**config.mk**
```make
export PLATFORM = sky130hd
export DESIGN_NAME = shared_ram_rr_arbiter
export DESIGN_NICKNAME = d
export VERILOG_FILES = /design/src/rtl/shared_ram_rr_arbiter.sv
export SDC_FILE = /design/constraint.sdc
export NUM_CORES = 1
export LEC_CHECK = 0
export CORE_ASPECT_RATIO = 1.2
export CORE_MARGIN = 8
export CORE_UTILIZATION = 57
export DETAILED_ROUTE_END_ITERATION = 8
export DONT_BUFFER_PORTS = 1
export HOLD_SLACK_MARGIN = 0.05
export PLACE_DENSITY = 0.72
export SYNTH_ARGS = -nofsm -noshare
export SYNTH_HDL_FRONTEND = slang
export SYNTH_SLANG_ARGS = --single-unit
```
**constraint.sdc**
```tcl
create_clock -name clk -period 2.3 [get_ports clk]
set_clock_uncertainty 0.05 [all_clocks]
set_input_delay 0.46 -clock clk [delete_from_list [all_inputs] [get_ports clk]]
set_output_delay 0.46 -clock clk [all_outputs]
set_load 0.01 [all_outputs]
```
**src/rtl/shared_ram_rr_arbiter.sv**
```systemverilog
`timescale 1ns/1ps
`default_nettype none
// ============================================================================
// Module   : shared_ram_rr_arbiter
// Purpose  : Round-robin arbiter granting NUM_CORES word cores one-at-a-time
//            access to a single-port shared RAM. Each grant performs a single
//            write or read, then pulses a one-cycle ACK to the winning core.
// Ports    : clk, rst_n             - clock (rising edge), async active-low reset
//            i_req_we / i_req_rr    - per-core write / read request levels
//            i_req_addr/i_req_wdata - per-core address / write data, packed
//            o_req_ack              - one-hot completion pulse
//            o_req_rdata            - read data, valid in the ACK cycle of a read
//            o_ram_addr/o_ram_wdata - latched RAM address / write data
//            o_ram_we / o_ram_re    - RAM write / read strobes
//            i_ram_rdata            - RAM read data
//            o_grant_idx            - index of the core currently/last served
//            o_busy                 - high whenever not idle
// Revision : 1.0 - initial release
// ============================================================================
module shared_ram_rr_arbiter #(
    parameter int NUM_CORES  = 4,
    parameter int ADDR_W     = 16,
    parameter int DATA_W     = 8,
    parameter int RAM_RD_LAT = 1
) (
    input  logic                          clk,
    input  logic                          rst_n,
    input  logic [NUM_CORES-1:0]          i_req_we,
    input  logic [NUM_CORES-1:0]          i_req_rr,
    input  logic [NUM_CORES*ADDR_W-1:0]   i_req_addr,
    input  logic [NUM_CORES*DATA_W-1:0]   i_req_wdata,
    output logic [NUM_CORES-1:0]          o_req_ack,
    output logic [DATA_W-1:0]             o_req_rdata,
    output logic [ADDR_W-1:0]             o_ram_addr,
    output logic [DATA_W-1:0]             o_ram_wdata,
    output logic                          o_ram_we,
    output logic                          o_ram_re,
    input  logic [DATA_W-1:0]             i_ram_rdata,
    output logic [$clog2(NUM_CORES)-1:0]  o_grant_idx,
    output logic                          o_busy
);

    localparam int IDX_W = $clog2(NUM_CORES);
    localparam int CNT_W = (RAM_RD_LAT > 1) ? $clog2(RAM_RD_LAT) : 1;

    typedef enum logic [2:0] {
        S_IDLE  = 3'd0,
        S_WRITE = 3'd1,
        S_READ  = 3'd2,
        S_WAIT  = 3'd3,
        S_ACK   = 3'd4
    } state_t;

    state_t              r_state;
    state_t              w_next;
    logic [IDX_W-1:0]    r_ptr;
    logic [IDX_W-1:0]    r_grant;
    logic [ADDR_W-1:0]   r_addr;
    logic [DATA_W-1:0]   r_wdata;
    logic [DATA_W-1:0]   r_rdata;
    logic [CNT_W-1:0]    r_cnt;

    logic [NUM_CORES-1:0] w_req;
    logic                 w_found;
    logic [IDX_W-1:0]     w_win;

    assign w_req = i_req_we | i_req_rr;

    // (base + off) mod NUM_CORES without a divider; off is always < NUM_CORES.
    function automatic logic [IDX_W-1:0] f_rot(input logic [IDX_W-1:0] base,
                                               input int off);
        int s;
        s = int'(base) + off;
        if (s >= NUM_CORES) begin
            s = s - NUM_CORES;
        end
        return IDX_W'(s);
    endfunction

    // Rotating-priority search: the first requester at or after r_ptr wins.
    always_comb begin
        w_found = 1'b0;
        w_win   = r_ptr;
        for (int k = 0; k < NUM_CORES; k++) begin
            if (!w_found && w_req[f_rot(r_ptr, k)]) begin
                w_found = 1'b1;
                w_win   = f_rot(r_ptr, k);
            end
        end
    end

    // State register
    always_ff @(posedge clk or negedge rst_n) begin
        if (!rst_n) begin
            r_state <= S_IDLE;
        end else begin
            r_state <= w_next;
        end
    end

    // Next-state and strobe decode
    always_comb begin
        w_next    = r_state;
        o_ram_we  = 1'b0;
        o_ram_re  = 1'b0;
        o_req_ack = '0;
        case (r_state)
            S_IDLE: begin
                if (w_found) begin
                    // A core asking for both gets its write first.
                    w_next = i_req_we[w_win] ? S_WRITE : S_READ;
                end
            end
            S_WRITE: begin
                o_ram_we = 1'b1;
                w_next   = S_ACK;
            end
            S_READ: begin
                o_ram_re = 1'b1;
                w_next   = S_WAIT;
            end
            S_WAIT: begin
                if (r_cnt == '0) begin
                    w_next = S_ACK;
                end
            end
            S_ACK: begin
                o_req_ack[r_grant] = 1'b1;
                w_next             = S_IDLE;
            end
            default: begin
                w_next = S_IDLE;
            end
        endcase
    end

    // Datapath: grant latch, RAM address/data copies, read capture, pointer
    always_ff @(posedge clk or negedge rst_n) begin
        if (!rst_n) begin
            r_ptr   <= '0;
            r_grant <= '0;
            r_addr  <= '0;
            r_wdata <= '0;
            r_rdata <= '0;
            r_cnt   <= '0;
        end else begin
            case (r_state)
                S_IDLE: begin
                    if (w_found) begin
                        r_grant <= w_win;
                        r_addr  <= i_req_addr[w_win*ADDR_W +: ADDR_W];
                        r_wdata <= i_req_wdata[w_win*DATA_W +: DATA_W];
                    end
                end
                S_READ: begin
                    r_cnt <= CNT_W'(RAM_RD_LAT - 1);
                end
                S_WAIT: begin
                    if (r_cnt == '0) begin
                        r_rdata <= i_ram_rdata;
                    end else begin
                        r_cnt <= r_cnt - 1'b1;
                    end
                end
                S_ACK: begin
                    // The served core drops to lowest priority next round.
                    r_ptr <= (r_grant == IDX_W'(NUM_CORES - 1)) ? '0 : r_grant + 1'b1;
                end
                default: begin
                end
            endcase
        end
    end

    assign o_req_rdata = r_rdata;
    assign o_ram_addr  = r_addr;
    assign o_ram_wdata = r_wdata;
    assign o_grant_idx = r_grant;
    assign o_busy      = (r_state != S_IDLE);

endmodule
`default_nettype wire
```
Word-level counts from Yosys, hierarchy flattened:

Index checks and enable logic that the tools add are counted.

* register bits after elaboration: 40
* input port bits: 114

* add/subtract/negate cells: 9
* magnitude comparators: 11
* eq/ne operators: 7
* shift-type cells: 2
* mux-type cells: 34
* bitwise operators: 2
* reductions and logical operators: 13

Operators by type and width (count)
* 64-bit by 7-bit indexed part select with 16-bit output: 1
* 32-bit by 6-bit indexed part select with 8-bit output: 1
* 2-bit two-way mux: 10
* 2-bit by 3-bit < comparator with 1-bit output (second input constant): 6
* 1-bit two-way mux: 13
* 3-bit one-hot mux with 4 select lines: 1
* 1-bit binary-select mux with 2-bit select: 5
* 3-bit >= comparator (second input constant): 3
* 2-bit by 1-bit subtractor with 2-bit output (second input constant): 4
* 2-bit by 2-bit adder with 3-bit output (second input constant): 2
* 3-bit by 2-bit == test with 1-bit output (second input constant): 2
* 3-bit two-way mux: 2
* 2-bit AND reduction: 3
* 1-bit logical AND: 4
* 4-bit two-way mux: 1
* 2-bit != test (second input constant): 2
* 4-bit bitwise OR: 1
* 2-bit by 1-bit adder with 3-bit output (second input constant): 1
* 3-bit by 1-bit == test with 1-bit output (second input constant): 1
* 3-bit == test (second input constant): 1
* 2-bit by 3-bit >= comparator with 1-bit output (second input constant): 1
* 1-bit zero test: 3
* 3-bit zero test: 1
* 3-bit nonzero test: 1
* other kinds (8): 8

Logic depth before layout (Yosys ltp):

Gate-level depths: netlist of the first run.

* depth after elaboration: 19
* mapped depth: 8
* depth with buffers taken out: 5

Least setup slack after synthesis of the first run:

OpenSTA, ideal clock, no wires.

* path kind: input -> register
* start: in i_req_rr[0]
* end: reg r_addr[10], in the netlist o_ram_addr[10]
* setup time: 0.125 ns
* arrival time: 2.151 ns
* slack: -0.026 ns
* cell stages on the path: 6
* buffers on the path: 1
* path through: nor4_1 o21ai_4 nand2_4 buf_6 mux4_2 mux2_4

* cells in the longest elaborated chain, start to end: 14

Ends and longest elaborated chain
* start: declaration: RTL line 29 `input logic [NUM_CORES-1:0] i_req_rr,`
* 4-bit bitwise OR *: RTL line 67 `assign w_req = i_req_we | i_req_rr;`
* 1-bit binary-select mux with 2-bit select: RTL line 85 `if (!w_found && w_req[f_rot(r_ptr, k)]) begin`
* 1-bit two-way mux (implied by the code): RTL line 85
* 1-bit two-way mux: RTL line 85
* 1-bit zero test: RTL line 85
* 1-bit logical AND: RTL line 85
* 1-bit two-way mux: RTL line 85
* 1-bit zero test: RTL line 85
* 1-bit logical AND: RTL line 85
* 1-bit two-way mux: RTL line 85
* 1-bit zero test: RTL line 85
* 1-bit logical AND: RTL line 85
* 2-bit two-way mux or 1-bit two-way mux (tied branches): RTL line 85
* 64-bit by 7-bit indexed part select with 16-bit output or 2-bit AND reduction (tied branches)
* end signal: assignment: RTL line 151 `r_addr <= i_req_addr[w_win*ADDR_W +: ADDR_W];`
* end: declaration: RTL line 58 `logic [ADDR_W-1:0] r_addr;`

Every way passes the cells marked *; elsewhere a longest branch is shown, timed or not. The select of a mux whose other input is x is not followed.
A chain may end at the register's enable or synchronous reset.

Worst setup path in the final report of the first run:

* start: reg r_ptr[0]
* end: reg r_addr[6], in the netlist o_ram_addr[6]

* cells in the longest elaborated chain, start to end: 15

Ends and longest elaborated chain
* start: declaration: RTL line 56 `logic [IDX_W-1:0] r_ptr;`
* start signal: assignment: RTL line 167 `r_ptr <= (r_grant == IDX_W'(NUM_CORES - 1)) ? '0 : r_grant + 1'b1;`
* parallel branches: the longest is 15 deep, another holds 2-bit by 1-bit adder with 3-bit output

Parallel ways; which one is timed is not known. The select of a mux whose other input is x is not followed.

==> results.md, run 1 <==
- RSZ-0062 raised after global routing: false
- Worst Reg-to-Reg Cells: 5
- Initial core utilization: 59.5%
- Period minus WS final: 2.16 ns
- Final Hold Vio Count: 0
- Worst Path Arrival: 2.29 ns
- Hold Path Class: in2reg
- Core ar.: 4260 sq um
- TritonCTS Buffers: 5
- Initial antenna violation count: 0
- TritonCTS clock tree: yes
- Hold Startpoint: i_ram_rdata[5]
- Met3 WL: 867 um
- Total GRT Usage: 22.5%
- Detailed Route WL: 8170 um
- Top post-synthesis cells by area: dfrtp_1 39%, mux4_2 12%, mux2_2 8.0%
- Hold_ws: 0.270 ns
- Final Util: 66.7%
- Simple-gate share of the synthesized area: 12.3%
- Adder-Cell Fraction of Synth Area: 2.77%
- Status: completed
- Fmax: 462 MHz
- Max Cap Violations: 0
- Xor and xnor fraction of the mapped netlist area: 0%
- Clk sink count: 39
- Slew margin rel.: 66.4%
- Placer Congestion: 0.930
- Htree depth: 2
- Compound-Gate Fraction of Synth Area: 21.5%
- Crit path from: r_ptr[0]$_DFFE_PN0P_
- Die H: 89.0 um
- Synth-to-layout area growth: 12.1%
- Met2 WL post-DR: 4300 um
- Vias/cell: 7.07
- Uppermost layer routed: met4
- Mapped Nets: 353
- Crit Path Class: reg2reg
- Iter 0 DRT Violations: 104
- Worst-Skew Late Latency: 0.29 ns
- Share of cells above drive strength 1: 33.5%
- Req. time, crit path: 2.43 ns
- Nets: 362
- Vias: 2128
- DIE AREA: 6840 sq um
- Worst-Margin Slew: 0.499 ns
- Gr ovfl total: 0
- VDD IR max: 767 uV
- CTS clk-pin slew, worst paths: 0.08 ns
- EDFF count, synth: 0
- Post-synth ARST share: 100%
- Mux cell area share after synthesis: 21.3%
- Fillcell total: 338
- CTS root buf: clkbuf_8
- Detail Route Antenna Nets: 0
- First-pass DRT Iterations: 4
- DP Area: 2660 sq um
- Minimum setup slack among reg-to-reg paths: 0.14 ns
- Worst-path fanout max: 15
- P_leak: 1.07 nW
- PortBufs: 0
- Fin crit share: 94.1%
- Cell accounting for the most synthesized area: dfrtp_1
- Final Cell Area: 2840 sq um
- Commonest cells post-synth: 39 x dfrtp_1, 23 x a211oi_1, 18 x mux2_2, 16 x nor2_1, 16 x o21ai_0
- Vias in the first global route: 2216
- Flops & latches, synth: 39
- Pwr Total: 4.22 mW
- Dominant synthesized flop cell: dfrtp_1
- CP endpoint kind: flop
- Mapped Area: 2530 sq um
- Gate Count Post-Synth: 235
- Hold Path End: o_req_rdata[5]$_DFFE_PN0P_
- Largest family of logic cells by synthesized area: compound AO/OA/AOI/OAI gates
- # diodes: 0
- Post-synth cell types: 42
- Most frequent cell after synthesis: dfrtp_1
- CP Launch Type: flop
- Syn Area/Cell: 10.8 sq um
- R2R Path End: o_ram_addr[6]$_DFFE_PN0P_
- Core Rows: 26
- Ys Warns: 0
- Met1 WL: 2840 um
- DPL Wire Length: 6380 um
- Reg2reg start: r_ptr[0]$_DFFE_PN0P_
- Post-route DRC: 0
- Setup TNS: 0 ns
- Power density over the cells: 1490 nW/um^2
- Die width: 76.9 um
- WHS Path Cells: 1
- Yosys top cell area share: 38.5%
- Wire per inst: 27.1 um
- Largest net degree at the start of global routing: 40
- Seq/Total Area, Yosys: 38.5%
- Max clock buf depth: 2
- Finish-stage setup viols: 0
- # IOs: 155
- First-pass GRT wire length: 12100 um
- Max-slew violation count: 0
==> per-layer routing <==
layer  GRT usage [%]  vias up
li1                -      936
met1            23.6     1041
met2            39.6      135
met3            9.66       16
met4            8.06        0
met5               0        -
==> cells by family (layout without fill, tap and decap cells) <==
logic type	after synthesis	after routing
fa+ha+maj	6	6
buf+inv	21	31
flops	39	39
simple gates	61	61
mux	34	34
compound gates	74	74
==> area by class of cell <==
| cell class | instances | area [sq um] | share of cell area (%) |
|---|---|---|---|
| Sequential cell | 39 | 977 | 34.4 |
| Clock buffer | 6 | 82.6 | 2.91 |
| Timing Repair Buffer | 18 | 163 | 5.72 |
| Clock inverter | 2 | 35.0 | 1.23 |
| Multi-Input combinational cell | 175 | 1500 | 52.6 |
| Tap cell | 56 | 70.1 | 2.47 |
| Inverter | 5 | 18.8 | 0.661 |
==> registers in the layout (all words and copies together), names as in the netlist <==
name and flops:
o_grant_idx 2, o_ram_addr 16, o_ram_wdata 8, o_req_rdata 8, r_ptr 2, r_state 3
==> stage by stage <==
step           instances  worst slack (ns)
2_1_floorplan        235           -0.0228
3_3_place_gp         290          -0.00136
3_5_place_dp         290           -0.0724
4_1_cts              300            0.0522
5_1_grt              301            0.0515
6_report             301             0.135
==> what timing repair did <==
action	in CTS	in global routing
endpoints found under the hold margin	39	0
hold buffers	2	0
endpoints found under the setup margin	0	24
resized for setup	0	2
buffers inserted	0	1
==> cell usage in the layout, fill, tap and decap left out, types with 2 or more instances in the layout <==
| cell type | synthesis | routed |
|---|---|---|
| a311oi_1 | 3 | 3 |
| a21oi_1 | 4 | 4 |
| nor3b_1 | 2 | 2 |
| dfrtp_1 | 39 | 38 |
| mux4_2 | 13 | 13 |
| nor3_1 | 12 | 12 |
| o21ai_0 | 16 | 16 |
| buf_12 | 0 | 2 |
| a31o_2 | 13 | 13 |
| and2_1 | 5 | 5 |
| clkbuf_8 | 0 | 6 |
| o22ai_1 | 2 | 2 |
| nand3_1 | 12 | 12 |
| mux2_2 | 18 | 18 |
| nand2_1 | 5 | 5 |
| maj3_1 | 2 | 2 |
| inv_1 | 5 | 5 |
| o21bai_1 | 2 | 2 |
| buf_4 | 0 | 15 |
| mux2_4 | 3 | 3 |
| a211oi_1 | 23 | 23 |
| nor2_1 | 16 | 16 |
| ha_1 | 4 | 4 |
==> how the worst max path moves through the flow <==
stage,cells after the start,end
after global placement,5,o_ram_addr[15]$_DFFE_PN0P_
after detailed placement,5,o_ram_addr[6]$_DFFE_PN0P_
after floorplan,6,o_ram_addr[10]$_DFFE_PN0P_
final,5,o_ram_addr[6]$_DFFE_PN0P_
after global routing,6,o_ram_addr[1]$_DFFE_PN0P_
after CTS,4,o_ram_addr[6]$_DFFE_PN0P_
==> critical path, stage by stage (launching register included) <==
cell,delay [ns]
dfrtp_1,0.35
nor3b_1,0.33
o221ai_2,0.20
nand2_4,0.27
mux4_2,0.56
mux2_2,0.28
==> where the power goes <==
group	switching [mW]	total, mW	internal (mW)
clock network	0.247	0.598	0.351
registers	0.466	1.52	1.05
logic	1.00	2.10	1.10
No activity file was read; power rests on OpenSTA's default activity.
==> run 2: changes to the inputs <==
--- a/config.mk
+++ b/config.mk
@@ -11,6 +11,7 @@
 export DETAILED_ROUTE_END_ITERATION = 8
 export DONT_BUFFER_PORTS = 1
 export HOLD_SLACK_MARGIN = 0.05
+export MAX_ROUTING_LAYER = met4
 export PLACE_DENSITY = 0.72
 export SYNTH_ARGS = -nofsm -noshare
 export SYNTH_HDL_FRONTEND = slang
==> results.md, run 2 (synthesized netlist as in run 1, its figures left out) <==
- Worst-Margin Slew: 0.474 ns
- Vias/cell: 7.03
- Crit Path Class: reg2reg
- Core Rows: 26
- Htree depth: 2
- Share of power burned in registers: 36.6%
- Setup TNS: 0 ns
- Fin crit share: 93.4%
- Final Hold Vio Count: 0
- Wire per inst: 26.5 um
- Final Cell Area: 2830 sq um
- Worst Reg-to-Reg Cells: 5
- Period minus WS final: 2.15 ns
- Part of the power in the clock network: 11.5%
- Placer Congestion: 0.848
- First-pass DRT Iterations: 5
- Slew margin rel.: 68.1%
- Max FFs per register: 16
- Die width: 76.9 um
- Max clock buf depth: 2
- PortBufs: 0
- Setup ws final: 0.152 ns
- Initial core utilization: 59.5%
- Int Power: 2.41 mW
- Largest net degree at the start of global routing: 40
- DIE AREA: 6840 sq um
- CTS clk-pin slew, worst paths: 0.08 ns
- TritonCTS clock tree: yes
- # IOs: 155
- P_leak: 1.07 nW
- Sw frac: 41.4%
- Vias in the first global route: 2181
- WHS Path Cells: 1
- Met3 WL: 1070 um
- Initial antenna violation count: 0
- Post-route DRC: 0
- DPL Wire Length: 6340 um
- Share of cells above drive strength 1: 34.0%
- Status: completed
- Max-slew violation count: 0
- TritonCTS Buffers: 5
- Hold Path Class: in2reg
- Iter 0 DRT Violations: 110
- VDD IR max: 740 uV
- Req. time, crit path: 2.42 ns
- Gr ovfl total: 0
- Worst-Skew Late Latency: 0.29 ns
- Detailed Route WL: 8040 um
- Worst Path Arrival: 2.27 ns
- Fmax: 466 MHz
- Most common cell after layout, fill and taps aside: dfrtp_1
- Die H: 89.0 um
- Power density over the cells: 1460 nW/um^2
- Commonest non-fill, non-tap cells in the layout: 38 x dfrtp_1, 23 x a211oi_1, 18 x mux2_2, 18 x buf_4
- Vias: 2131
- DP Area: 2690 sq um
- Sw Pwr: 1.70 mW
- DP Cell Count: 293
- CTS root buf: clkbuf_8
- Core ar.: 4260 sq um
- Uppermost layer routed: met4
- Max Cap Violations: 0
- Synth-to-layout area growth: 11.5%
- Met1 WL: 2700 um
- Combinational power share: 51.9%
- Dpl ws: -0.0742 ns
- Total GRT Usage: 23.1%
- Met2 WL post-DR: 4100 um
- Finish-stage setup viols: 0
- Final Util: 66.3%
- Fin cells: 303
- Detail Route Antenna Nets: 0
- Clk sink count: 39
- CP endpoint kind: flop
- Nets: 365
- CP Launch Type: flop
- # diodes: 0
- Worst-path fanout max: 15
- First-pass GRT wire length: 12100 um
- RSZ-0062 raised after global routing: false
-- run 2: cell types whose count changed in the layout (fill, tap and decap cells not counted), sizes merged --
| cell | previous run | this run |
|---|---|---|
| bufinv | 1 | 0 |
| buf | 17 | 20 |
-- run 2: what timing repair did --
action | CTS | global route
setup buffers | 0 | 1
setup endpoints to repair | 0 | 13
hold buffers | 2 | 0
endpoints found under the hold margin | 39 | 0
resized for setup | 0 | 1
-- run 2: area by class of cell --
type                            count  area [sq um]
Timing Repair Buffer               21           185
Sequential cell                    39           977
Inverter                            5          18.8
Tap cell                           56          70.1
Clock buffer                        6          82.6
Clock inverter                      1          5.00
Multi-Input combinational cell    175          1490
Fill cell                         347          1440
-- run 2: through the flow --
| step | total power, mW | hold slack (ns) |
|---|---|---|
| 2_1_floorplan | 3.05 | 0.114 |
| 3_3_place_gp | 3.49 | 0.116 |
| 3_5_place_dp | 3.61 | 0.116 |
| 4_1_cts | 4.10 | 0.273 |
| 5_1_grt | 4.40 | 0.267 |
| 6_report | 4.12 | 0.276 |
-- run 2: power groups by stage --
| stage | Clock (mW) | Sequential, mW | Combinational [mW] |
|---|---|---|---|
| after floorplan | 0 | 1.40 | 1.66 |
| after global placement | 0 | 1.51 | 1.98 |
| after detailed placement | 0 | 1.53 | 2.08 |
| after CTS | 0.481 | 1.51 | 2.11 |
| after global routing | 0.503 | 1.56 | 2.34 |
| final | 0.472 | 1.51 | 2.14 |
-- run 2: final timing paths --
| check | startpoint | end | slack (ns) |
|---|---|---|---|
| min in group asynchronous | rst_n | r_state[0]$_DFFE_PN0P_ | 0.62 |
| max | r_ptr[0]$_DFFE_PN0P_ | o_ram_wdata[7]$_DFFE_PN0P_ | 0.15 |
| min | i_ram_rdata[4] | o_req_rdata[4]$_DFFE_PN0P_ | 0.28 |
| min reg2reg | r_state[2]$_DFFE_PN0P_ | r_state[0]$_DFFE_PN0P_ | 0.47 |
| max reg2reg | r_ptr[0]$_DFFE_PN0P_ | o_ram_wdata[7]$_DFFE_PN0P_ | 0.15 |
| max in group asynchronous | rst_n | r_ptr[1]$_DFFE_PN0P_ | 1.37 |
-- run 2: layer usage --
metal | vias up | track usage, %
met5 | - | -
met4 | 0 | 7.71
met3 | 16 | 9.56
met2 | 141 | 38.3
met1 | 1034 | 24.6
li1 | 940 | -
-- run 2: worst max-delay path, stage by stage, from the launching register on --
cell,delay (ns)
dfrtp_1,0.34
nor3b_1,0.34
o221ai_2,0.20
nand2_4,0.26
mux4_2,0.55
mux2_4,0.28
